## config.mk

```make
export PLATFORM = sky130hd
export DESIGN_NAME = sha_core_arbiter
export DESIGN_NICKNAME = d
export VERILOG_FILES = /design/src/rtl/sha_core_arbiter.sv
export SDC_FILE = /design/constraint.sdc
export NUM_CORES = 1
export LEC_CHECK = 0
export CAP_MARGIN = 20
export CORE_MARGIN = 5
export CORE_UTILIZATION = 43
export CTS_CLUSTER_DIAMETER = 150
export DETAILED_ROUTE_END_ITERATION = 8
export PLACE_DENSITY = 0.72
export RECOVER_POWER = 50
export SYNTH_ARGS = -nofsm -noshare
export SYNTH_HDL_FRONTEND = slang
export SYNTH_SLANG_ARGS = --single-unit
```

## constraint.sdc

```tcl
create_clock -name clk -period 1.7 [get_ports clk]
set_input_delay 0.34 -clock clk [delete_from_list [all_inputs] [get_ports clk]]
set_output_delay 0.34 -clock clk [all_outputs]
set_load 0.005 [all_outputs]
```

## src/rtl/sha_core_arbiter.sv

```systemverilog
// rtl/sha_core_arbiter.sv - round-robin arbiter sharing one SHA-256 core among 4 requesters
// Optional watchdog abort of a hung core is built when SHA_ARB_WATCHDOG_EN is defined.
module sha_core_arbiter #(
   parameter int TIMEOUT = 1024,
   parameter int CNT_W   = 11
) (
   input  logic       clk,
   input  logic       rst,
   input  logic [3:0] req,
   input  logic       core_done,
   output logic [1:0] sel,
   output logic [3:0] gnt,
   output logic       core_start,
   output logic [3:0] ack,
   output logic       busy,
   output logic       timeout_err
);

   typedef enum logic [1:0] {S_IDLE, S_START, S_WAIT} state_t;

   state_t     r_state;
   logic [1:0] r_ptr;
   logic [1:0] r_sel;
   logic [3:0] r_gnt;
   logic [3:0] r_ack;
   logic       r_core_start;
   logic       r_busy;
   logic [1:0] w_winner;

   if (2**CNT_W <= TIMEOUT) begin : g_bad_cfg
      $error("CNT_W too narrow for TIMEOUT");
   end

   // First requester found scanning ptr+1, ptr+2, ptr+3, ptr.
   function automatic logic [1:0] rr_pick(input logic [3:0] r, input logic [1:0] p);
      logic [1:0] idx;
      rr_pick = p;
      for (int k = 4; k >= 1; k--) begin
         idx = p + 2'(k);
         if (r[idx]) rr_pick = idx;
      end
   endfunction

   assign w_winner = rr_pick(req, r_ptr);

`ifdef SHA_ARB_WATCHDOG_EN
   logic [CNT_W-1:0] r_cnt;
   logic             r_timeout_err;
   assign timeout_err = r_timeout_err;
`else
   assign timeout_err = 1'b0;
`endif

   always_ff @(posedge clk) begin
      if (rst) begin
         r_state      <= S_IDLE;
         r_ptr        <= 2'd3;
         r_sel        <= 2'd0;
         r_gnt        <= 4'd0;
         r_ack        <= 4'd0;
         r_core_start <= 1'b0;
         r_busy       <= 1'b0;
`ifdef SHA_ARB_WATCHDOG_EN
         r_cnt         <= '0;
         r_timeout_err <= 1'b0;
`endif
      end else begin
         r_core_start <= 1'b0;
         r_ack        <= 4'd0;
`ifdef SHA_ARB_WATCHDOG_EN
         r_timeout_err <= 1'b0;
`endif
         case (r_state)
            S_IDLE: begin
               if (|req) begin
                  r_gnt        <= 4'b0001 << w_winner;
                  r_sel        <= w_winner;
                  r_core_start <= 1'b1;
                  r_busy       <= 1'b1;
                  r_state      <= S_START;
               end
            end
            S_START: begin
`ifdef SHA_ARB_WATCHDOG_EN
               r_cnt <= '0;
`endif
               r_state <= S_WAIT;
            end
            S_WAIT: begin
               if (core_done) begin
                  r_ack   <= r_gnt;
                  r_gnt   <= 4'd0;
                  r_busy  <= 1'b0;
                  r_ptr   <= r_sel;
                  r_state <= S_IDLE;
               end
`ifdef SHA_ARB_WATCHDOG_EN
               // Abort also advances ptr so the hung requester goes to the back.
               else if (r_cnt == CNT_W'(TIMEOUT)) begin
                  r_timeout_err <= 1'b1;
                  r_gnt         <= 4'd0;
                  r_busy        <= 1'b0;
                  r_ptr         <= r_sel;
                  r_state       <= S_IDLE;
               end else begin
                  r_cnt <= r_cnt + CNT_W'(1);
               end
`endif
            end
            default: r_state <= S_IDLE;
         endcase
      end
   end

   assign sel        = r_sel;
   assign gnt        = r_gnt;
   assign core_start = r_core_start;
   assign ack        = r_ack;
   assign busy       = r_busy;

endmodule
```

==> results.txt <==
Yosys warns - 0
Maximum clock rate - 626 MHz
Maxcap violations - 0
I/O pins - 20
Vias - 602
Endpoints failing setup - 0
Final core occ - 61.9%
Initial detailed-routing violation count - 12
Vias in the first global route - 559
Setup crit end kind - flop
Slew Limit Fails - 0
Placed cells - 107
N_diodes - 0
Final TNS setup - 0 ns
Post-Synthesis Cell Area - 656 sq um
Area contributors post-synth - dfxtp_1 49%, nand3b_1 5.7%, o32ai_1 5.3%
CP max FO - 4
Initial antenna violation count - 0
Die W - 49.0 um
Post-cts sizing count - 0
Total Routing Usage GR - 12.3%
Hold Buf Count CTS - 0
Clock tree buffer depth - 2
Asr flop ratio synth - 0%
Syn_area_per_cell - 9.37 sq um
Data required, critical path - 1.89 ns
Maximum VDD drop - 0.000564 V
Syn Inst Count - 70
Fin worst setup slack - 0.104 ns
Post-CTS Setup Repair Bufs - 0
RSZ-0062 raised after global routing - no
Syn_nets - 77
Post-route minimum period - 1.60 ns
Hpwl dp - 1030 um
Final Skew - 0.00344 ns
Hold Path Class - reg -> reg
Clock Sinks - 16
Starting density of the core - 44.6%
Library cells used by synthesis - 24
Worst-path clk slew - 0.09 ns
H-tree depth - 1
# rows - 14
CTS buffer count - 3
Status - completed
Clk root buf - clkbuf_4
CTS tree - done
Power per Cell Area - 904 mW/mm^2
Final hold vios - 0
Pre-antenna DRT Iters - 4
Critical path arrival - 1.78 ns
Seq cells post-synth - 16
Top post-synthesis cells by count - 16 x dfxtp_1, 9 x nor2_1, 6 x inv_1, 5 x nand3b_1
Fin area - 911 sq um
Seq. cell area - 320 sq um
Area of the multi-input gates - 298 sq um
Die H - 49.0 um
Fin crit share - 93.9%
Global-route wire length before repair - 2390 um
Die area - 0.00241 sq mm
Vias per cell - 5.42
Post-Place Setup Slack - -0.137 ns
NumNets Final - 103
Fill cell count - 140
Placeable core area - 0.00147 sq mm
Non-Filler Instances - 111
Leakage power - 0.371 nW
Most numerous cell in the Yosys netlist - dfxtp_1
Area Growth Syn to Fin - 38.9%
Antenna-violating nets left - 0
Synth area leader - dfxtp_1
Total wire length - 1390 um
Drt drc - 0
CP Class - in -> reg
Sequential area share after synthesis - 48.9%
Layout cell share with drive strength beyond 1 - 11.6%
Post-DR wirelength/cell - 12.6 um
I/O Buffers - 18
Gp weighted congestion - 0.772
Largest net degree at the start of global routing - 11
Top FF cell, synth - dfxtp_1
CP startpoint kind - primary input
Later-pin clock latency in the skew report - 0.28 ns
EDFF count, synth - 0
Placed Area - 878 sq um
Share of the synthesized area in the top cell type - 48.9%
Total congestion overflow - 0
-- logic make-up (layout without fill, tap and decap cells) --
family | Yosys count | in the layout | share of synthesized area [%]
compound gates | 18 | 18 | 20.2
buf+inv | 8 | 33 | 5.72
flops | 16 | 16 | 48.9
mux | 1 | 1 | 1.53
other cells | 1 | 1 | 0.572
simple gates | 26 | 26 | 23.1
-- registers in the layout, summed over array words and instances (netlist names) --
name	cells
gnt	4
busy	1
core_start	1
ack	4
r_ptr	2
r_state	2
sel	2
-- through the flow --
step,power [mW],hold slack [ns]
floorplan,0.503,0.478
global placement,0.586,0.470
detailed placement,0.589,0.476
CTS,0.835,0.496
global route,0.873,0.509
finish,0.824,0.490
-- layout make-up --
cell class	count	area share, %
clock buffers	4	3.98
inverters	6	2.47
multi-input cells	46	32.7
flip-flops and latches	16	35.2
well taps	16	2.20
repair buffers	23	23.5
-- per-layer routing --
metal / global-route usage, % / wire length, um / up-vias
met5: 0 / 0 / -
met4: 5.38 / 25 / 0
met3: 2.75 / 76 / 5
met2: 21.1 / 659 / 20
met1: 14.4 / 632 / 277
li1: - / - / 300
-- worst max-delay path, stage by stage --
cell and delay [ns]:
clkdlybuf4s50_1 0.45, nor2b_1 0.17, o21a_1 0.21, a221o_1 0.30
o32ai_1 0.30
-- report_power, final --
part           internal [mW]  switching [mW]
Combinational         0.0887          0.0654
Clock                  0.130           0.118
Sequential             0.401          0.0201
Total                  0.620           0.203
-- path summary, 6_finish.rpt --
| check | startpoint | endpoint | slack, ns | depth (start not counted) |
|---|---|---|---|---|
| setup / recovery | req[1] | gnt[2] | 0.10 | 5 |
| setup reg to reg | r_ptr[0] | gnt[2] | 0.23 | 4 |
| hold reg to reg | gnt[2] | ack[2] | 0.49 | 1 |
| hold / removal | gnt[2] | ack[2] | 0.49 | 1 |
-- cells in the final DEF, fill, tap and decap left out, types with 2 or more instances in the layout --
master	Yosys	layout
dfxtp_1	16	16
clkdlybuf4s50_1	0	11
nor2_1	9	9
dlygate4sd3_1	0	7
inv_1	6	6
nand3b_1	5	5
o32ai_1	4	4
buf_4	2	4
o21ai_0	3	3
a21oi_1	3	3
and2_0	0	3
clkbuf_4	0	3
nand2b_1	2	2
nor2b_1	2	2
a211o_1	2	2
(Power assumes the default switching activity.)
